## config.mk

```make
export PLATFORM = sky130hd
export DESIGN_NAME = circuito_jogo_param_flat
export DESIGN_NICKNAME = d
export VERILOG_FILES = /design/src/rtl/circuito_jogo_param_if.sv /design/src/rtl/circuito_jogo_param.sv /design/src/flat_wrapper.sv
export SDC_FILE = /design/constraint.sdc
export NUM_CORES = 1
export LEC_CHECK = 0
export BUFFER_PORTS_ARGS = -buffer_cell sky130_fd_sc_hd__buf_2
export CAP_MARGIN = 20
export CORE_AREA = 8 8 61 63
export CTS_BUF_LIST = sky130_fd_sc_hd__clkbuf_2 sky130_fd_sc_hd__clkbuf_4 sky130_fd_sc_hd__clkbuf_8
export DETAILED_ROUTE_END_ITERATION = 10
export DIE_AREA = 0 0 69 71
export GPL_TIMING_DRIVEN = 0
export PLACE_DENSITY_LB_ADDON = 0.25
export SLEW_MARGIN = 15
export SYNTH_ARGS = -nofsm -noshare
export SYNTH_HDL_FRONTEND = slang
export SYNTH_SLANG_ARGS = --single-unit
```

## constraint.sdc

```tcl
create_clock -name clock -period 1.6 [get_ports clock]
set_input_delay 0.32 -clock clock [delete_from_list [all_inputs] [get_ports clock]]
set_output_delay 0.32 -clock clock [all_outputs]
set_load 0.02 [all_outputs]
```

## src/rtl/circuito_jogo_param_if.sv

```systemverilog
// circuito_jogo_param_if: player-side and debug signals of the memory game
interface circuito_jogo_param_if #(
   parameter int N_CHAVES = 4,
   parameter int DEPTH    = 16
);
   localparam int CW = $clog2(DEPTH);
   logic                iniciar;
   logic [N_CHAVES-1:0] chaves;
   logic                acertou;
   logic                errou;
   logic                pronto;
   logic [N_CHAVES-1:0] leds;
   logic                db_igual;
   logic [CW-1:0]       db_contagem;
   logic [CW-1:0]       db_rodada;
   logic [N_CHAVES-1:0] db_memoria;
   logic [3:0]          db_estado;
   logic                db_tem_jogada;
   logic                db_timeout;
   modport master (
      output iniciar, chaves,
      input  acertou, errou, pronto, leds, db_igual, db_contagem, db_rodada,
             db_memoria, db_estado, db_tem_jogada, db_timeout
   );
   modport slave (
      input  iniciar, chaves,
      output acertou, errou, pronto, leds, db_igual, db_contagem, db_rodada,
             db_memoria, db_estado, db_tem_jogada, db_timeout
   );
endinterface

```

## src/rtl/circuito_jogo_param.sv

```systemverilog
// circuito_jogo_param: growing-sequence memory game, control and datapath merged; optional timeout via JOGO_TIMEOUT_EN
module circuito_jogo_param #(
   parameter int N_CHAVES = 4,
   parameter int DEPTH    = 16,
   parameter int TIMEOUT  = 5000
) (
   input logic                  clock,
   input logic                  reset,
   circuito_jogo_param_if.slave bus
);
   localparam int CW = $clog2(DEPTH);
   typedef enum logic [3:0] {
      INICIAL     = 4'h0,
      PREPARA     = 4'h1,
      ESPERA      = 4'h2,
      REGISTRA    = 4'h3,
      COMPARA     = 4'h4,
      PROX_JOGADA = 4'h5,
      PROX_RODADA = 4'h6,
      FIM_ACERTO  = 4'hA,
      FIM_TIMEOUT = 4'hD,
      FIM_ERRO    = 4'hE
   } t_estado;
   t_estado             r_estado, w_prox;
   logic [CW-1:0]       r_contagem, r_rodada;
   logic [N_CHAVES-1:0] r_jogada, r_chaves_q, w_mem;
   logic                w_igual, w_jogada_feita, w_tmo_fim;
   logic [N_CHAVES-1:0] w_rom [DEPTH];
   if (DEPTH < 2 || TIMEOUT < 2) begin : g_param_check
      $error("circuito_jogo_param: DEPTH and TIMEOUT must be >= 2");
   end
   for (genvar g = 0; g < DEPTH; g++) begin : g_rom
      assign w_rom[g] = N_CHAVES'(1) << (g % N_CHAVES);
   end
   assign w_mem          = w_rom[r_contagem];
   assign w_igual        = r_jogada == w_mem;
   assign w_jogada_feita = (bus.chaves != '0) && (r_chaves_q == '0);
`ifdef JOGO_TIMEOUT_EN
   localparam int TW = (TIMEOUT > 2) ? $clog2(TIMEOUT) : 1;
   logic [TW-1:0] r_tmo;
   // count consecutive ESPERA cycles; any exit from ESPERA restarts the count
   always_ff @(posedge clock)
      if (reset || r_estado != ESPERA || w_prox != ESPERA) r_tmo <= '0;
      else r_tmo <= r_tmo + 1'b1;
   assign w_tmo_fim      = r_tmo == TW'(TIMEOUT - 1);
   assign bus.db_timeout = r_estado == FIM_TIMEOUT;
`else
   assign w_tmo_fim      = 1'b0;
   assign bus.db_timeout = 1'b0;
`endif
   // state register
   always_ff @(posedge clock)
      r_estado <= reset ? INICIAL : w_prox;
   // next-state logic; a press wins over the timeout bound in the same cycle
   always_comb begin
      w_prox = r_estado;
      case (r_estado)
         INICIAL:                           w_prox = bus.iniciar ? PREPARA : INICIAL;
         PREPARA:                           w_prox = ESPERA;
         ESPERA:                            w_prox = w_jogada_feita ? REGISTRA : w_tmo_fim ? FIM_TIMEOUT : ESPERA;
         REGISTRA:                          w_prox = COMPARA;
         COMPARA:                           w_prox = !w_igual ? FIM_ERRO :
                                                     r_contagem < r_rodada ? PROX_JOGADA :
                                                     r_rodada == CW'(DEPTH - 1) ? FIM_ACERTO : PROX_RODADA;
         PROX_JOGADA, PROX_RODADA:          w_prox = ESPERA;
         FIM_ACERTO, FIM_ERRO, FIM_TIMEOUT: w_prox = bus.iniciar ? PREPARA : r_estado;
         default:                           w_prox = INICIAL;
      endcase
   end
   // key history for press-edge detection
   always_ff @(posedge clock)
      r_chaves_q <= reset ? '0 : bus.chaves;
   // round/position counters and the captured jogada
   always_ff @(posedge clock)
      if (reset || r_estado == PREPARA) begin
         r_contagem <= '0;
         r_rodada   <= '0;
         r_jogada   <= '0;
      end else begin
         if (r_estado == REGISTRA) r_jogada <= bus.chaves;
         if (r_estado == PROX_JOGADA) r_contagem <= r_contagem + 1'b1;
         if (r_estado == PROX_RODADA) begin
            r_rodada   <= r_rodada + 1'b1;
            r_contagem <= '0;
         end
      end
   assign bus.acertou       = r_estado == FIM_ACERTO;
   assign bus.errou         = r_estado == FIM_ERRO || r_estado == FIM_TIMEOUT;
   assign bus.pronto        = bus.acertou || bus.errou;
   assign bus.leds          = r_jogada;
   assign bus.db_igual      = w_igual;
   assign bus.db_contagem   = r_contagem;
   assign bus.db_rodada     = r_rodada;
   assign bus.db_memoria    = r_estado == INICIAL ? '0 : w_mem;
   assign bus.db_estado     = r_estado;
   assign bus.db_tem_jogada = w_jogada_feita;
endmodule

```

## src/flat_wrapper.sv

```systemverilog
// flat-port wrapper written by rule: the top's interface ports become plain ports
module circuito_jogo_param_flat 
#(
   parameter int N_CHAVES = 4,
   parameter int DEPTH    = 16,
   parameter int TIMEOUT  = 5000
)
  (clock, reset, bus_iniciar, bus_chaves, bus_acertou, bus_errou, bus_pronto, bus_leds, bus_db_igual, bus_db_contagem, bus_db_rodada, bus_db_memoria, bus_db_estado, bus_db_tem_jogada, bus_db_timeout);
  circuito_jogo_param_if #(.N_CHAVES(N_CHAVES), .DEPTH(DEPTH)) bus_i ();
  input logic clock;
  input logic reset;
  input wire logic [$bits(bus_i.iniciar)-1:0] bus_iniciar;
  input wire logic [$bits(bus_i.chaves)-1:0] bus_chaves;
  output wire logic [$bits(bus_i.acertou)-1:0] bus_acertou;
  output wire logic [$bits(bus_i.errou)-1:0] bus_errou;
  output wire logic [$bits(bus_i.pronto)-1:0] bus_pronto;
  output wire logic [$bits(bus_i.leds)-1:0] bus_leds;
  output wire logic [$bits(bus_i.db_igual)-1:0] bus_db_igual;
  output wire logic [$bits(bus_i.db_contagem)-1:0] bus_db_contagem;
  output wire logic [$bits(bus_i.db_rodada)-1:0] bus_db_rodada;
  output wire logic [$bits(bus_i.db_memoria)-1:0] bus_db_memoria;
  output wire logic [$bits(bus_i.db_estado)-1:0] bus_db_estado;
  output wire logic [$bits(bus_i.db_tem_jogada)-1:0] bus_db_tem_jogada;
  output wire logic [$bits(bus_i.db_timeout)-1:0] bus_db_timeout;
  assign bus_i.iniciar = bus_iniciar;
  assign bus_i.chaves = bus_chaves;
  assign bus_acertou = bus_i.acertou;
  assign bus_errou = bus_i.errou;
  assign bus_pronto = bus_i.pronto;
  assign bus_leds = bus_i.leds;
  assign bus_db_igual = bus_i.db_igual;
  assign bus_db_contagem = bus_i.db_contagem;
  assign bus_db_rodada = bus_i.db_rodada;
  assign bus_db_memoria = bus_i.db_memoria;
  assign bus_db_estado = bus_i.db_estado;
  assign bus_db_tem_jogada = bus_i.db_tem_jogada;
  assign bus_db_timeout = bus_i.db_timeout;
  circuito_jogo_param #(.N_CHAVES(N_CHAVES), .DEPTH(DEPTH), .TIMEOUT(TIMEOUT)) u_core (.clock(clock), .reset(reset), .bus(bus_i));
endmodule
```

**Word-level counts from Yosys, hierarchy flattened**

Memory sizes are Yosys's and may differ from the RTL's.
Cells that the tools add are included.

- Memories kept: 1
- Bits in registers: 20
- Memory bits (read-only): 64

- Order comparisons: 2
- Add/subtract/negate cells: 2
- Eq/ne operators: 12
- Multiplexer cells: 10
- Reduce and logical (&&, ||, !) cells: 10
- Bitwise gates (word level): 1

Memories:

| name | words | bits a word | rd ports | clocked after memory_dff | wr ports | RTL line | source |
|---|---|---|---|---|---|---|---|
| (name not given) | 16 | 4 | 1 | 0 | 0 | circuito_jogo_param.sv:35 | `assign w_mem = w_rom[r_contagem];` |

Operators by type and width:

| kind | number |
|---|---|
| $mux W4 | 7 |
| $pmux W4 S6 | 1 |
| $eq A4 B4 Y1 const B | 4 |
| $eq A4 B3 Y1 const B | 3 |
| $add A4 B1 Y4 const B | 2 |
| $eq A4 B2 Y1 const B | 2 |
| $logic_not A4 Y1 | 2 |
| $reduce_or A3 Y1 | 2 |
| $ge A5 B5 Y1 const B | 1 |
| $not A4 Y5 | 1 |
| $eq A4 B1 Y1 const B | 1 |
| $eq A4 B4 Y1 | 1 |
| $lt A4 B4 Y1 | 1 |
| $reduce_bool A4 Y1 | 1 |
| $logic_or A1 B1 Y1 | 3 |
| $mux W1 | 2 |
| $ne A2 B2 Y1 const B | 1 |
| $reduce_or A2 Y1 | 1 |
| $logic_and A1 B1 Y1 | 1 |

**Logic depth before layout (Yosys ltp)**

- Word-level depth: 7
- Mapped depth: 7

**Least setup slack after synthesis**

Ideal clock, no wire load.

- Path type: flip-flop to flip-flop
- From: register u_core.r_contagem[0], in the netlist u_core.bus.db_contagem[0]
- To: register u_core.r_estado[1], in the netlist u_core.bus.db_estado[1]
- Stages on the path, launching flop included: 8
- Period minus slack after synthesis: 2.060 ns
- Setup slack: -0.460 ns
- Setup time: 0.126 ns
- Buffers on the path: 0
- Arrival time: 1.934 ns
- Cell sequence: dfxtp_1 > inv_1 > ha_1 > xor2_1 > nor4_4 > o21ai_2 > a221oi_2 > nor2_1

- Longest elaborated chain between the ends: 7

RTL lines:

| item | RTL line | source |
|---|---|---|
| from (decl) | circuito_jogo_param.sv:25 | `logic [CW-1:0] r_contagem, r_rodada;` |
| from (signal assigned) | circuito_jogo_param.sv:81 | `if (r_estado == PROX_JOGADA) r_contagem <= r_contagem + 1'b1;` |
| $not A4 Y5 (not written as such) | circuito_jogo_param.sv:35 |  |
| $mem_v2 Z16 W4 | - |  |
| $mux W4 (not written as such) (2 in a row) | circuito_jogo_param.sv:35 |  |
| $eq A4 B4 Y1 | circuito_jogo_param.sv:36 | `assign w_igual = r_jogada == w_mem;` |
| net bus_db_igual | flat_wrapper.sv:18 | `output wire logic [$bits(bus_i.db_igual)-1:0] bus_db_igual;` |
| $mux W4 | circuito_jogo_param.sv:62 | `COMPARA: w_prox = !w_igual ? FIM_ERRO :` |
| $pmux W4 S6 | circuito_jogo_param.sv:57 | `case (r_estado)` |
| to (signal assigned) | circuito_jogo_param.sv:53 | `r_estado <= reset ? INICIAL : w_prox;` |
| to (decl) | circuito_jogo_param.sv:24 | `t_estado r_estado, w_prox;` |

The timed path passes the listed nets, and every way through them passes these cells. The select of a mux whose other input is x is not followed.
A chain may end at the register's enable or synchronous reset.

**Worst setup path in the final report**

- From: register u_core.r_contagem[0], in the netlist u_core.bus.db_contagem[0]
- To: output bus_db_igual

- Longest elaborated chain between the ends: 5

RTL lines:

| item | RTL line |
|---|---|
| $not A4 Y5 (not written as such) | circuito_jogo_param.sv:35 |
| $mem_v2 Z16 W4 | - |
| $mux W4 (not written as such) (2 in a row) | circuito_jogo_param.sv:35 |
| $eq A4 B4 Y1 | circuito_jogo_param.sv:36 |
| to (decl) | flat_wrapper.sv:18 |

No other way between the ends. The select of a mux whose other input is x is not followed.

==> impl_metrics.json <==
{
  "grt_overflow": 0,
  "grt_start_max_net_pins": 12,
  "cts.sinks": 20,
  "p_sw_mw": 0.366,
  "synth-warning-count": 0,
  "powerDensity_nw_per_um2": 669,
  "fmax_mhz": 529,
  "arrival_ns": 1.57,
  "io_pins": 33,
  "clkPwrFrac_pct": 25.2,
  "drive_gt1_share_pct": 49.2,
  "ys_seq_elements": 20,
  "hp-class": "in2reg",
  "worst_pin_slew_ns": 0.554,
  "antenna_found_initial": 0,
  "die_w_um": 69,
  "switching_share_pct": 30.9,
  "start_kind": "flip-flop",
  "grt_pass1_vias": 1151,
  "antennaDiodeCount": 0,
  "clock_latency_ns": 0.30,
  "p_leak_nw": 0.761,
  "avgSynthCellArea_um2": 8.76,
  "max_slew_margin_pct": 62.7,
  "grt_pass1_wl_um": 5020,
  "setup_violations": 11,
  "fill_cells": 243,
  "firstDrtPassIters": 4,
  "dpl.hpwl_um": 2240,
  "start_util_pct": 41.8,
  "max-cap-violations": 0,
  "rsz0062_at_grt": "yes",
  "area_growth_pct": 48.6,
  "postPlaceCellArea_um2": 1440,
  "synthArstFlopShare_pct": 0,
  "cts.clk_slew.worst_paths_ns": 0.12,
  "pwr-share-comb_pct": 30.0,
  "cts_max_level": 1,
  "hold_violations": 0,
  "finalClockSkew_ns": 0.00546,
  "dr.max_layer_used": "met4",
  "port_buffers": 30,
  "gp_routability_congestion": 0.841,
  "status": "finished with violations",
  "synth_edf_count": 0,
  "drtIter0Drc": 42,
  "num_vias": 1094,
  "stdcell_count": 218,
  "routed_wl_um": 3090,
  "ys_types": 37,
  "wl_met3_um": 173,
  "pre_cts_ws_ns": -0.199,
  "synth_area_um2": 1190,
  "ir_drop_v": 0.000596,
  "die_h_um": 71,
  "synthFlopType": "dfxtp_1",
  "period_share_pct": 118,
  "synth_cells": 136,
  "nets": 201,
  "worst-path-max-fanout": 4,
  "synth_nets": 151,
  "routedWlPerCell_um": 14.2,
  "ant_nets": 0,
  "finalInstanceArea_um2": 1770,
  "p_seq_share_pct": 44.8,
  "violations": "setup timing",
  "end_kind": "output port",
  "critical_path_class": "reg2out",
  "avgViaCountPerCell": 5.02,
  "wl_met1_um": 1210,
  "grt_util_all_layers_pct": 12.0,
  "dp_cells": 199,
  "fp-row-count": 20,
  "dieArea_um2": 4900,
  "cp.required_ns": 1.28,
  "wl_met2_um": 1640,
  "fin_ws_ns": -0.289,
  "numCtsBuffers": 3,
  "final_max_slew_viol_count": 0,
  "clk_path_buf_depth": 2,
  "drc": 0,
  "core_area_um2": 2850,
  "cts_tree": "built",
  "cts_root_buf": "clkbuf_4",
  "ys_seq_area_share_pct": 33.6,
  "fin_crit_ns": 1.89,
  "p_int_mw": 0.819
}
cells in the mapped netlist, drive strengths merged, types with 2 or more instances:
master / number / area [µm²]
nand2: 5 / 18.8
nor4: 3 / 33.8
clkbuf: 2 / 7.51
mux2i: 6 / 60.1
o21ai: 2 / 13.8
nor2b: 9 / 56.3
and3: 2 / 12.5
a21oi: 4 / 20.0
nor2: 25 / 98.8
xnor2: 4 / 35.0
ha: 8 / 100
dfxtp: 20 / 400
xor2: 7 / 61.3
buf: 5 / 30.0
inv: 7 / 26.3
a21o: 2 / 15.0
nand4: 2 / 12.5
nor3: 4 / 20.0
nand2b: 6 / 45.0
per-stage QoR:
step	hold slack (ns)	power [mW]	TNS (ns)	util, %
2_1_floorplan	0.448	0.718	-0.343	-
3_5_place_dp	0.539	0.789	-0.985	50.3
3_3_place_gp	0.516	0.781	-0.932	50.3
4_1_cts	0.255	1.17	-1.28	60.8
5_1_grt	0.252	1.25	-2.18	62.1
6_report	0.258	1.18	-1.06	62.1
what timing repair did:
| item | 4_1_cts | 5_1_grt |
|---|---|---|
| hold buffers | 0 | 0 |
| setup buffers | 14 | 3 |
| endpoints found under the setup margin | 15 | 15 |
| pin swaps | 13 | 9 |
| gates resized for setup | 39 | 5 |
state kept, by name, indices dropped and copies added, names as in the netlist:
signal                  count
u_core.bus.db_rodada        4
u_core.r_chaves_q           4
u_core.bus.db_estado        4
u_core.bus.leds             4
u_core.bus.db_contagem      4
power by group through the flow:
stage | clock network [mW] | registers (mW) | logic (mW)
6_report | 0.299 | 0.530 | 0.356
5_1_grt | 0.333 | 0.534 | 0.380
4_1_cts | 0.304 | 0.529 | 0.341
3_5_place_dp | 0 | 0.539 | 0.250
3_3_place_gp | 0 | 0.538 | 0.243
2_1_floorplan | 0 | 0.553 | 0.165
layout make-up:
type	instances	area, µm²	share of cell area (%)
Sequential cell	20	414	23.4
Clock buffer	4	36.3	2.05
Inverter	7	31.3	1.77
Multi-Input combinational cell	102	883	49.9
Buffer	6	52.6	2.97
Tap cell	33	41.3	2.33
Timing Repair Buffer	46	312	17.6
critical path, cell delays in order, from the launching register on:
cell and delay [ns]:
dfxtp_4 0.41, inv_4 0.06, ha_4 0.16, xor2_2 0.15, nor4_4 0.29, buf_4 0.19
layer usage:
metal | vias to the layer above | GRT usage, %
li1 | 547 | -
met1 | 509 | 12.3
met2 | 30 | 22.2
met3 | 8 | 3.36
met4 | 0 | 5.24
met5 | - | 0
path summary, 6_finish.rpt:
| path | from | depth (start not counted) | endpoint | slack, ns |
|---|---|---|---|---|
| min | bus_chaves[1] | 2 | u_core.r_chaves_q[1]$_SDFF_PP0_ | 0.26 |
| max reg2reg | u_core.bus.db_contagem[0]$_SDFFE_PP0P_ | 8 | u_core.bus.db_estado[1]$_SDFFE_PP0P_ | -0.13 |
| max | u_core.bus.db_contagem[0]$_SDFFE_PP0P_ | 5 | bus_db_igual | -0.29 |
| min reg2reg | u_core.bus.db_rodada[1]$_SDFFE_PP0P_ | 2 | u_core.bus.db_rodada[1]$_SDFFE_PP0P_ | 0.56 |
layout by cell type (no fill, tap or decap), types with 2 or more instances in the layout:
master and instances:
clkbuf_4 3, dfxtp_1 13, nor2_2 4, buf_4 17, nand2b_4 3, inv_4 2, a21o_1 2, ha_4 4
dfxtp_4 2, inv_1 5, nand4_1 2, buf_6 10, xor2_1 4, and3_1 2, nor2_4 2, buf_2 24
xor2_2 3, xnor2_1 4, a21oi_1 4, ha_1 3, mux2i_1 6, nor4_4 2, nor2b_1 8, nor3_1 3
nor2_1 19, nand2b_1 3, nand2_1 5, dfxtp_2 5
logic make-up after synthesis:
logic type      count (synthesis)  synth area share, %
flops                          20                 33.6
xor+xnor                       11                 8.09
fa+ha+maj                       8                 8.40
compound gates                 15                 11.2
simple gates                   61                 27.9
buf+inv                        14                 5.36
mux                             6                 5.04
other cells                     1                0.315
Power figures use the tool's default switching activity.
